[config.mk]
export PLATFORM = sky130hd
export DESIGN_NAME = pe_array_ctrl
export DESIGN_NICKNAME = d
export VERILOG_FILES = /design/src/rtl/pe_array_ctrl.sv
export SDC_FILE = /design/constraint.sdc
export NUM_CORES = 1
export LEC_CHECK = 0
export ABC_AREA = 1
export CORE_UTILIZATION = 47
export CTS_CLUSTER_SIZE = 28
export DETAILED_ROUTE_END_ITERATION = 7
export GPL_ROUTABILITY_DRIVEN = 0
export MAX_ROUTING_LAYER = met4
export PLACE_DENSITY = 0.83
export SETUP_SLACK_MARGIN = 0.4
export SYNTH_ARGS = -nofsm -noshare
export SYNTH_HDL_FRONTEND = slang
export SYNTH_SLANG_ARGS = --single-unit
[constraint.sdc]
create_clock -name CLK -period 41.1 [get_ports CLK]
set_input_delay 10.275 -clock CLK [delete_from_list [all_inputs] [get_ports CLK]]
set_output_delay 10.275 -clock CLK [all_outputs]
set_load 0.03 [all_outputs]
[src/rtl/pe_array_ctrl.sv]
// Tile sequencer for a weight-stationary systolic PE array: weight load, bank swap,
// skewed activation feed and per-column result-valid tracking until drain.
module pe_array_ctrl #(
  parameter int unsigned ROWS  = 16,
  parameter int unsigned COLS  = 16,
  parameter int unsigned LEN_W = 16
) (
  input  logic                CLK,
  input  logic                RESET,
  input  logic                start,
  input  logic                reload_w,
  input  logic [LEN_W-1:0]    tile_len,
  input  logic                w_valid,
  output logic                w_ready,
  input  logic [COLS*8-1:0]   w_data,
  input  logic                act_valid,
  output logic                act_ready,
  input  logic [ROWS*8-1:0]   act_data,
  output logic                arr_en,
  output logic                arr_w_en,
  output logic                arr_selector,
  output logic [COLS*8-1:0]   arr_weight,
  output logic [ROWS*8-1:0]   arr_active,
  output logic [COLS-1:0]     col_valid,
  output logic                busy,
  output logic                done
);

  localparam int unsigned RCNT_W = $clog2(ROWS + 1);
  localparam int unsigned PIPE_D = ROWS + COLS;

  typedef enum logic [2:0] {IDLE, LOAD_W, SWAP, STREAM, DRAIN} state_t;

  state_t              state, state_nx;
  logic [RCNT_W-1:0]   rcnt;
  logic [LEN_W-1:0]    vcnt;
  logic [LEN_W-1:0]    len_q;
  logic                sel;
  logic [PIPE_D-1:0]   vpipe;
  logic                w_acc;
  logic                a_acc;
  logic                pipe_empty;

  assign pipe_empty   = (vpipe == '0);
  assign arr_en       = (state != IDLE);
  assign busy         = (state != IDLE);
  assign arr_selector = sel;
  assign col_valid    = vpipe[ROWS +: COLS];

  always_ff @(posedge CLK or posedge RESET) begin
    if (RESET) state <= IDLE;
    else       state <= state_nx;
  end

  // Next state and handshake/array controls.
  always_comb begin
    state_nx   = state;
    w_ready    = 1'b0;
    act_ready  = 1'b0;
    arr_w_en   = 1'b0;
    arr_weight = '0;
    done       = 1'b0;
    w_acc      = 1'b0;
    a_acc      = 1'b0;
    case (state)
      IDLE: begin
        if (start) begin
          if (reload_w)            state_nx = LOAD_W;
          else if (tile_len == '0) state_nx = DRAIN;
          else                     state_nx = STREAM;
        end
      end
      LOAD_W: begin
        w_ready = 1'b1;
        if (w_valid) begin
          w_acc      = 1'b1;
          arr_w_en   = 1'b1;
          arr_weight = w_data;
          if (rcnt == RCNT_W'(ROWS - 1)) state_nx = SWAP;
        end
      end
      SWAP: state_nx = (len_q == '0) ? DRAIN : STREAM;
      STREAM: begin
        act_ready = 1'b1;
        if (act_valid) begin
          a_acc = 1'b1;
          if (vcnt == len_q - LEN_W'(1)) state_nx = DRAIN;
        end
      end
      DRAIN: begin
        if (pipe_empty) begin
          done     = 1'b1;
          state_nx = IDLE;
        end
      end
      default: state_nx = IDLE;
    endcase
  end

  // Tile parameters, counters, bank selector and the result-valid pipeline.
  always_ff @(posedge CLK or posedge RESET) begin
    if (RESET) begin
      rcnt  <= '0;
      vcnt  <= '0;
      len_q <= '0;
      sel   <= 1'b0;
      vpipe <= '0;
    end else begin
      if (state == IDLE && start) begin
        len_q <= tile_len;
        rcnt  <= '0;
        vcnt  <= '0;
      end
      if (w_acc) rcnt <= rcnt + RCNT_W'(1);
      if (a_acc) vcnt <= vcnt + LEN_W'(1);
      if (state == SWAP) sel <= ~sel;
      vpipe <= {vpipe[PIPE_D-2:0], a_acc};
    end
  end

  // Diagonal skew: lane r passes through r+1 stages; cycles without an accept inject zero.
  for (genvar r = 0; r < ROWS; r++) begin : g_lane
    logic [7:0] stg [r+1];
    always_ff @(posedge CLK or posedge RESET) begin
      if (RESET) begin
        for (int i = 0; i <= r; i++) stg[i] <= 8'd0;
      end else begin
        stg[0] <= a_acc ? act_data[8*r +: 8] : 8'd0;
        for (int i = 1; i <= r; i++) stg[i] <= stg[i-1];
      end
    end
    assign arr_active[8*r +: 8] = stg[r];
  end

endmodule

==> results.tsv <==
stage	metric	value	unit
detailed_routing	dr_total_vias	17400	
grt	grt_pass1_wl	119000	um
worst_setup_path	crit_arrival	12.54	ns
logic_synthesis	synthMuxAreaShare	0.0295	%
logic_synthesis	ys_seq_area_share	85.7	%
power_and_ir_drop	p_per_area	63.1	mW/mm2
cts	cts.repair.resized	0	
cts	clk_latency	0.68	ns
grt	grt_remaining_overflow	0	
worst_setup_path	reg2reg_depth	10	
cts	clk_pin_slew	0.06	ns
timing	clock_skew	0.0421	ns
worst_setup_path	rr_startpoint	state[2]	
detailed_routing	first_pass_iters	7	
timing	fmax	0.0438	GHz
grt	grtUsageTotal	23.2	%
floorplan	die_w	271	um
worst_setup_path	crit_fanout	108	
timing	period_share	55.5	%
logic_synthesis	synth_enable_flop_cells	0	
worst_hold_path	hold_path_class	reg2reg	
grt	grt_pass1_vias	19100	
worst_setup_path	crit_path_end_kind	output pin	
worst_setup_path	r2r-end	vcnt[15]	
cells_and_area	regArea	0.0291	mm2
logic_synthesis	async_reset_ff_share	100	%
power_and_ir_drop	peakVddDrop	0.0496	mV
power_and_ir_drop	p_sw	0.726	mW
floorplan	die_area	0.0732	mm2
power_and_ir_drop	clkPwrFrac	37.9	%
logic_synthesis	synth_compound_gate_area_share	0.838	%
detailed_routing	antenna_left	0	
detailed_routing	avgViaCountPerCell	4.58	
worst_setup_path	cp-startpoint	w_valid	
cts	numCtsBuffers	106	
detailed_routing	wire_per_inst	21.2	um
logic_synthesis	synthSimpleGateAreaFrac	7.35	%
logic_synthesis	syn_inst	2218	
timing	tns	0	ns
placed_design	place_inst	3553	
cells_and_area	layout_commonest_cell	dfrtp_1	
worst_setup_path	path_common_cell	buf_4	
logic_synthesis	yosysUniqueCellTypes	34	
power_and_ir_drop	swShare	26.5	%
logic_synthesis	ys_ff_latch	1161	
cells_and_area	multi_input_area	0.00297	mm2
worst_setup_path	cpPeakStageDelay	0.77	ns
grt	grt_max_degree	205	
timing	rsz0062_at_grt	false	
cells_and_area	drive_gt1_share	7.72	%
logic_synthesis	synthesis.nets	2501	
detailed_routing	drc	0	
floorplan	io_pins	557	
timing	min_period	22.82	ns
timing	relSlewSlack	27.6	%
cts	clockRootBuffer	clkbuf_16	
cts	cts_setup_buffers	0	
timing	tightestPinTransition	1.09	ns
grt	antenna_found_initial	60	
placed_design	place_hpwl	51900	um
cts	cts_tree	yes	
worst_setup_path	critPathSlowestCell	buf_4	
worst_setup_path	cp_top_family	buffers and inverters	
floorplan	rows	98	
cells_and_area	nets	2994	
worst_setup_path	crit_cells	5	
cts	cts_hold_buffers	0	
power_and_ir_drop	p_int	2.02	mW
worst_setup_path	crit_type	in2out	
job	cap_violations	0	
floorplan	coreArea	0.0714	mm2
worst_hold_path	min-delay-start	g_lane[15].stg[64]	
cells_and_area	final_cell_mix	1,161 x dfrtp_1, 555 x clkdlybuf4s50_1, 308 x nor2_1, 258 x nand2_1, 172 x inv_1	
floorplan	start_util	47.5	%
cts	cts.sinks	1161	
timing	hold_viol_final	0	
worst_setup_path	crit_chain	buf_4 > buf_4 > inv_1 > nor2_1 > clkdlybuf4s50_1	
power_and_ir_drop	seq_power_share	48.6	%
power_and_ir_drop	leakage	22.2	nW
timing	setup_viol	0	
cells_and_area	syn2layout_area_growth	28.2	%
floorplan	die_h	271	um
cts	clockBufferDepth	3	
worst_setup_path	cp_num_buf_inv	4	
logic_synthesis	syn_avg_cell_area	15.3	um2
worst_setup_path	rrSetupSlack	38.29	ns
worst_setup_path	required	30.83	ns
detailed_routing	first_iter_violations	1193	
logic_synthesis	ys.flop_type	dfrtp_1	
logic_synthesis	synth_fa_ha_area_share	0.185	%
logic_synthesis	yosys_warnings	0	
cells_and_area	final_cells	3788	
placed_design	io_buffer_count	556	
power_and_ir_drop	pwr-share-comb	13.4	%
worst_setup_path	critPathLaunchType	primary input	
logic_synthesis	synth_top_family_by_area	simple AND/OR/NAND/NOR gates	
logic_synthesis	syn_area	0.0339	mm2
cells_and_area	n_fill_cell	5047	
detailed_routing	drt-total-wl	80200	um
logic_synthesis	synth_xor_area_share	0.336	%
timing	final_max_slew_viol_count	0	
worst_setup_path	endpoint	arr_w_en	
status	status	finished, final reports clean	
cts	htree_levels	3	
==> per-layer routing <==
| metal | share of wire (%) | GRT usage, % |
|---|---|---|
| met2 | 56 | 41.1 |
| met1 | 32 | 22.6 |
| met3 | 4.4 | 3.75 |
| met5 | 0 | - |
| met4 | 8.0 | 17.6 |
==> through the flow <==
stage / cell area [um2] / power (mW) / util (%) / setup slack (ns) / hold slack, ns
5_1_grt: 43500 / 2.85 / 60.9 / 18.14 / 0.321
2_1_floorplan: 33900 / 1.58 / - / 14.79 / 0.331
3_3_place_gp: 39600 / 1.69 / 55.5 / 18.37 / 0.331
6_report: 43500 / 2.74 / 60.9 / 18.28 / 0.316
3_5_place_dp: 39600 / 1.72 / 55.5 / 18.34 / 0.335
4_1_cts: 43400 / 2.77 / 60.8 / 18.33 / 0.317
==> state kept, by name, indices dropped and copies added, names as in the netlist <==
name and cells:
arr_selector 1, vcnt 16, state 3, len_q 16, rcnt 5, g_lane.stg 968, vpipe 32, arr_active 120
==> cells in the mapped netlist (6+ instances only) <==
cell type	n	area share, %
nor2_1	308	3.4
a21oi_1	7	0.10
dfrtp_1	1161	86
nand2_1	259	2.9
clkbuf_1	34	0.38
nor2_2	7	0.13
nand4_1	6	0.11
inv_1	174	1.9
nand3_1	27	0.40
buf_4	137	3.0
o21ai_0	24	0.35
nor4_1	6	0.11
xor2_1	7	0.18
buf_1	6	0.066
xnor2_1	6	0.16
buf_2	8	0.12
==> worst min-delay path by stage <==
stage / depth (start not counted) / endpoint / slack (ns)
after CTS: 0 / g_lane[13].stg[91] / 0.32
after global placement: 0 / g_lane[10].stg[36] / 0.33
after detailed placement: 0 / arr_active[100] / 0.33
final: 0 / g_lane[15].stg[56] / 0.32
after global routing: 0 / g_lane[15].stg[56] / 0.32
after floorplan: 0 / arr_active[100] / 0.33
==> kinds of logic after synthesis <==
kind of cell / count (synthesis)
compound gates: 49
xor+xnor: 13
fa+ha+maj: 5
buf+inv: 362
flops: 1161
mux: 1
simple gates: 627
==> power groups by stage <==
stage / registers, mW / clock network (mW) / logic [mW]
2_1_floorplan: 1.34 / 0 / 0.239
3_3_place_gp: 1.34 / 0 / 0.358
3_5_place_dp: 1.35 / 0 / 0.366
4_1_cts: 1.34 / 1.07 / 0.370
5_1_grt: 1.35 / 1.11 / 0.397
6_report: 1.33 / 1.04 / 0.369
==> layout make-up <==
cell class | instances | share of cell area, %
sequential | 1161 | 66.8
clock inverter | 49 | 1.70
clock buffer | 146 | 7.00
timing repair buffer | 570 | 13.1
tap | 950 | 2.73
multi-input combinational | 695 | 6.83
antenna | 40 | 0.230
inverter | 177 | 1.54
(Power assumes the default switching activity.)
